**config.mk**
```make
export PLATFORM = sky130hd
export DESIGN_NAME = sr_pulse_driver
export DESIGN_NICKNAME = d
export VERILOG_FILES = /design/src/rtl/sr_pulse_driver.sv
export SDC_FILE = /design/constraint.sdc
export NUM_CORES = 1
export LEC_CHECK = 0
export ABC_AREA = 1
export ABC_CLOCK_PERIOD_IN_PS = 1700
export CAP_MARGIN = 0
export CORE_UTILIZATION = 45
export CTS_CLUSTER_SIZE = 28
export DETAILED_ROUTE_END_ITERATION = 7
export HOLD_SLACK_MARGIN = 0.15
export PLACE_DENSITY = 0.71
export SKIP_LAST_GASP = 1
export SYNTH_ARGS = -nofsm -noshare
export SYNTH_HDL_FRONTEND = slang
export SYNTH_SLANG_ARGS = --single-unit
export TNS_END_PERCENT = 100
```
**constraint.sdc**
```tcl
create_clock -name clk -period 1.7 [get_ports clk]
set_input_delay 0.255 -clock clk [delete_from_list [all_inputs] [get_ports clk]]
set_output_delay 0.255 -clock clk [all_outputs]
set_load 0.005 [all_outputs]
```
**src/rtl/sr_pulse_driver.sv**
```systemverilog
// Drives the set/reset inputs of an SR status latch with timed, mutually exclusive
// pulses, a dead-time gap, and a q/qn feedback check after every operation.
module sr_pulse_driver #(
  parameter int PULSE_W = 2,
  parameter int GAP_W   = 1,
  parameter int CNT_W   = 4
) (
  input  logic clk,
  input  logic rst_n,
  input  logic set_req,
  input  logic clr_req,
  output logic req_ready,
  output logic s,
  output logic r,
  input  logic q_fb,
  input  logic qn_fb,
  output logic busy,
  output logic done,
  output logic err,
  output logic state_q
);

  typedef enum logic [1:0] {
    IDLE  = 2'd0,
    PULSE = 2'd1,
    GAP   = 2'd2,
    CHECK = 2'd3
  } state_t;

  localparam logic [CNT_W-1:0] PULSE_LOAD = CNT_W'(PULSE_W - 1);
  localparam logic [CNT_W-1:0] GAP_LOAD   = CNT_W'((GAP_W > 0) ? (GAP_W - 1) : 0);

  state_t           state_reg, state_next;
  logic [CNT_W-1:0] cnt_reg, cnt_next;
  logic             op_set_reg, op_set_next;
  logic             s_reg, s_next;
  logic             r_reg, r_next;
  logic             busy_reg, busy_next;
  logic             ready_reg;
  logic             done_reg, done_next;
  logic             err_reg, err_next;
  logic             state_q_reg, state_q_next;

  always_comb begin
    state_next   = state_reg;
    cnt_next     = cnt_reg;
    op_set_next  = op_set_reg;
    done_next    = 1'b0;
    err_next     = 1'b0;
    state_q_next = state_q_reg;

    case (state_reg)
      IDLE: begin
        if (set_req || clr_req) begin
          // Clear has priority when both requests arrive together.
          op_set_next = set_req & ~clr_req;
          cnt_next    = PULSE_LOAD;
          state_next  = PULSE;
        end
      end
      PULSE: begin
        if (cnt_reg == '0) begin
          if (GAP_W == 0) begin
            state_next = CHECK;
          end else begin
            state_next = GAP;
            cnt_next   = GAP_LOAD;
          end
        end else begin
          cnt_next = cnt_reg - CNT_W'(1);
        end
      end
      GAP: begin
        if (cnt_reg == '0) begin
          state_next = CHECK;
        end else begin
          cnt_next = cnt_reg - CNT_W'(1);
        end
      end
      CHECK: begin
        state_next = IDLE;
        done_next  = 1'b1;
        // An unknown or q==qn feedback falls through to the error branch.
        if ({q_fb, qn_fb} == {op_set_reg, ~op_set_reg}) begin
          state_q_next = op_set_reg;
        end else begin
          err_next = 1'b1;
        end
      end
      default: state_next = IDLE;
    endcase
  end

  // Drives are decoded from the next state so s and r can never overlap.
  always_comb begin
    s_next    = (state_next == PULSE) &  op_set_next;
    r_next    = (state_next == PULSE) & ~op_set_next;
    busy_next = (state_next != IDLE);
  end

  always_ff @(posedge clk or negedge rst_n) begin
    if (!rst_n) begin
      state_reg   <= IDLE;
      cnt_reg     <= '0;
      op_set_reg  <= 1'b0;
      s_reg       <= 1'b0;
      r_reg       <= 1'b0;
      busy_reg    <= 1'b0;
      ready_reg   <= 1'b1;
      done_reg    <= 1'b0;
      err_reg     <= 1'b0;
      state_q_reg <= 1'b0;
    end else begin
      state_reg   <= state_next;
      cnt_reg     <= cnt_next;
      op_set_reg  <= op_set_next;
      s_reg       <= s_next;
      r_reg       <= r_next;
      busy_reg    <= busy_next;
      ready_reg   <= ~busy_next;
      done_reg    <= done_next;
      err_reg     <= err_next;
      state_q_reg <= state_q_next;
    end
  end

  assign s         = s_reg;
  assign r         = r_reg;
  assign busy      = busy_reg;
  assign req_ready = ready_reg;
  assign done      = done_reg;
  assign err       = err_reg;
  assign state_q   = state_q_reg;

endmodule

```
==> impl_metrics.py <==
metrics = {
    "setup_path": {
        "cp.required_ps": 1440,
        "crit_buf_inv": 1,
        "critical_path_class": "flip-flop to output pin",
        "arrival_ps": 1280,
        "path_max_fanout": 1,
        "cpMaxStageDelayCell": "dfstp_2",
        "crit_path_end_kind": "output pin",
        "crit_chain": "clkdlybuf4s50_1",
        "cpLargestDelayFamily": "flip-flops",
        "crit_path_max_incr_delay_ps": 530,
        "critPathLaunchType": "flip-flop",
    },
    "final_layout": {
        "nets": 125,
        "final_core_util": 0.629,
        "largest_reg_flops": 4,
        "layout_commonest_cell": "nand2_1",
        "final_cell_mix": "nand2_1 (21), inv_1 (15), dfrtp_1 (13)",
        "post-route-cell-area_mm2": 0.00100,
        "syn2layout_area_growth_pct": 24.0,
        "diodes": 0,
        "drive_above_1_share": 0.225,
    },
    "sta": {
        "finalSetupTns_ps": 0,
        "drv_slew": 0,
        "hold_viol": 0,
        "hold_ws_ps": 282,
        "fin_crit_ps": 1540,
        "max_freq_mhz": 651,
        "setup-violations-final": 0,
        "period_share": 0.903,
        "finClkSkew_ps": 4.74,
        "max-slew-margin-rel": 0.810,
        "worstMarginPinSlew_ps": 284,
        "rsz0062_at_grt": "no",
    },
    "floorplan": {
        "core_area_mm2": 0.00159,
        "io_pins": 13,
        "die_h_um": 44.4,
        "dieArea_mm2": 0.00197,
        "start_util": 0.507,
        "die_w_um": 44.4,
        "rows": 14,
    },
    "grt": {
        "antenna_found_initial": 0,
        "grt_pass1_vias": 551,
        "grt_max_degree": 15,
        "grt_pass1_wl_um": 2350,
        "grt.total_usage": 0.164,
        "grt_overflow": 0,
    },
    "route": {
        "drt-vias-per-instance": 4.33,
        "wirelength_um": 1370,
        "vias": 584,
        "drt_pass1_iterations": 4,
        "drtIter0Drc": 11,
        "antenna_left": 0,
        "drc": 0,
        "drt-wirelength-per-cell_um": 10.1,
    },
    "outcome": {
        "status": "complete, no violations",
    },
    "clocking": {
        "postCtsSetupBuffers": 0,
        "cts_buffers": 3,
        "post_cts_resized": 0,
        "clk_latency_ps": 270,
        "cts-hold-fix-buffers": 0,
        "cts.sinks": 14,
        "cts_tree": "yes",
        "clk_pin_slew_ps": 90,
        "root_buffer": "clkbuf_4",
        "ctsHtreeMaxLevel": 1,
        "clockBufferDepth": 2,
    },
    "synthesis": {
        "synth_nets": 107,
        "syn_inst": 94,
        "synth.avg_cell_area_um2": 8.60,
        "netlist_area_um2": 808,
        "yosysSeqAreaShare": 0.435,
        "synth_cell_types": 21,
        "synth-seq-cells": 14,
        "ys_warn_count": 0,
    },
    "worst_hold_path": {
        "hold_path_class": "input pin to async pin",
    },
    "placement": {
        "io_buffers": 12,
        "post_dp_cell_area_um2": 966,
        "gp_congestion": 0.867,
        "hpwl_um": 1110,
    },
    "power_and_ir_drop": {
        "worst_ir_drop_vdd_v": 0.00126,
        "p_leak_nw": 0.515,
        "powerDensity_mw_per_mm2": 1940,
        "power_mw": 1.95,
    },
    "flow_run": {
        "max_cap_viol_count": 0,
    },
}
[metal layers]
| metal | routed length [um] | share of wire | vias to the layer above | global-route usage |
|---|---|---|---|---|
| met5 | 0 | 0 | - | 0 |
| met4 | 0 | 0 | 0 | 0.0545 |
| met3 | 34 | 0.025 | 0 | 0.0367 |
| met2 | 565 | 0.41 | 6 | 0.232 |
| li1 | - | - | 318 | - |
| met1 | 767 | 0.56 | 260 | 0.248 |
[final cells by class]
class / count / area (um^2)
Sequential cell: 14 / 352
Multi-Input combinational cell: 61 / 383
Clock buffer: 4 / 36.3
Fill cell: 153 / 592
Tap cell: 24 / 30.0
Inverter: 19 / 73.8
Timing Repair Buffer: 13 / 128
[final timing paths]
path | from | endpoint | slack, ps | cells past startpoint
min | rst_n | op_set_reg$_DFF_PN0_ | 280 | 2
max | req_ready$_DFF_PN1_ | req_ready | 160 | 1
min reg2reg | cnt_reg[0]$_DFFE_PN0P_ | cnt_reg[0]$_DFFE_PN0P_ | 510 | 2
min in group clk | cnt_reg[0]$_DFFE_PN0P_ | cnt_reg[0]$_DFFE_PN0P_ | 510 | 2
max in group asynchronous | rst_n | req_ready$_DFF_PN1_ | 1180 | 2
max reg2reg | state_reg[1]$_DFF_PN0_ | r$_DFF_PN0_ | 200 | 6
[report_power, final]
group | internal (mW) | leakage [nW] | switching (mW)
clock | 0.130 | 0.0210 | 0.105
combinational | 0.475 | 0.317 | 0.683
sequential | 0.482 | 0.177 | 0.0741
total | 1.09 | 0.515 | 0.862
[logic make-up after synthesis]
logic type | Yosys count | synth area share
simple gates | 43 | 0.285
buf+inv | 19 | 0.0913
flops | 14 | 0.435
compound gates | 10 | 0.0697
fa+ha+maj | 7 | 0.108
xor+xnor | 1 | 0.0108
[Yosys cell counts]
master	count	area, um^2
a21oi_1	2	10.0
a21oi_2	1	8.76
dfrtp_1	13	325
dfstp_2	1	26.3
ha_1	7	87.6
inv_1	15	56.3
inv_2	3	11.3
inv_4	1	6.26
nand2_1	21	78.8
nand2_2	6	37.5
nand2_4	2	22.5
nand3_1	3	15.0
nand3_2	2	20.0
nor2_1	5	18.8
nor2_2	1	6.26
nor2_4	1	11.3
nor3_2	2	20.0
o21ai_0	1	5.00
o21ai_1	5	25.0
o31ai_1	1	7.51
xor2_1	1	8.76
[metrics by stage]
stage                     setup slack [ps]  instances
after floorplan                        385         94
after global placement                 213        131
after detailed placement               206        131
after CTS                              150        135
after global routing                  71.0        135
final                                  165        135
Note: power is estimated with default switching activity, not from simulation.
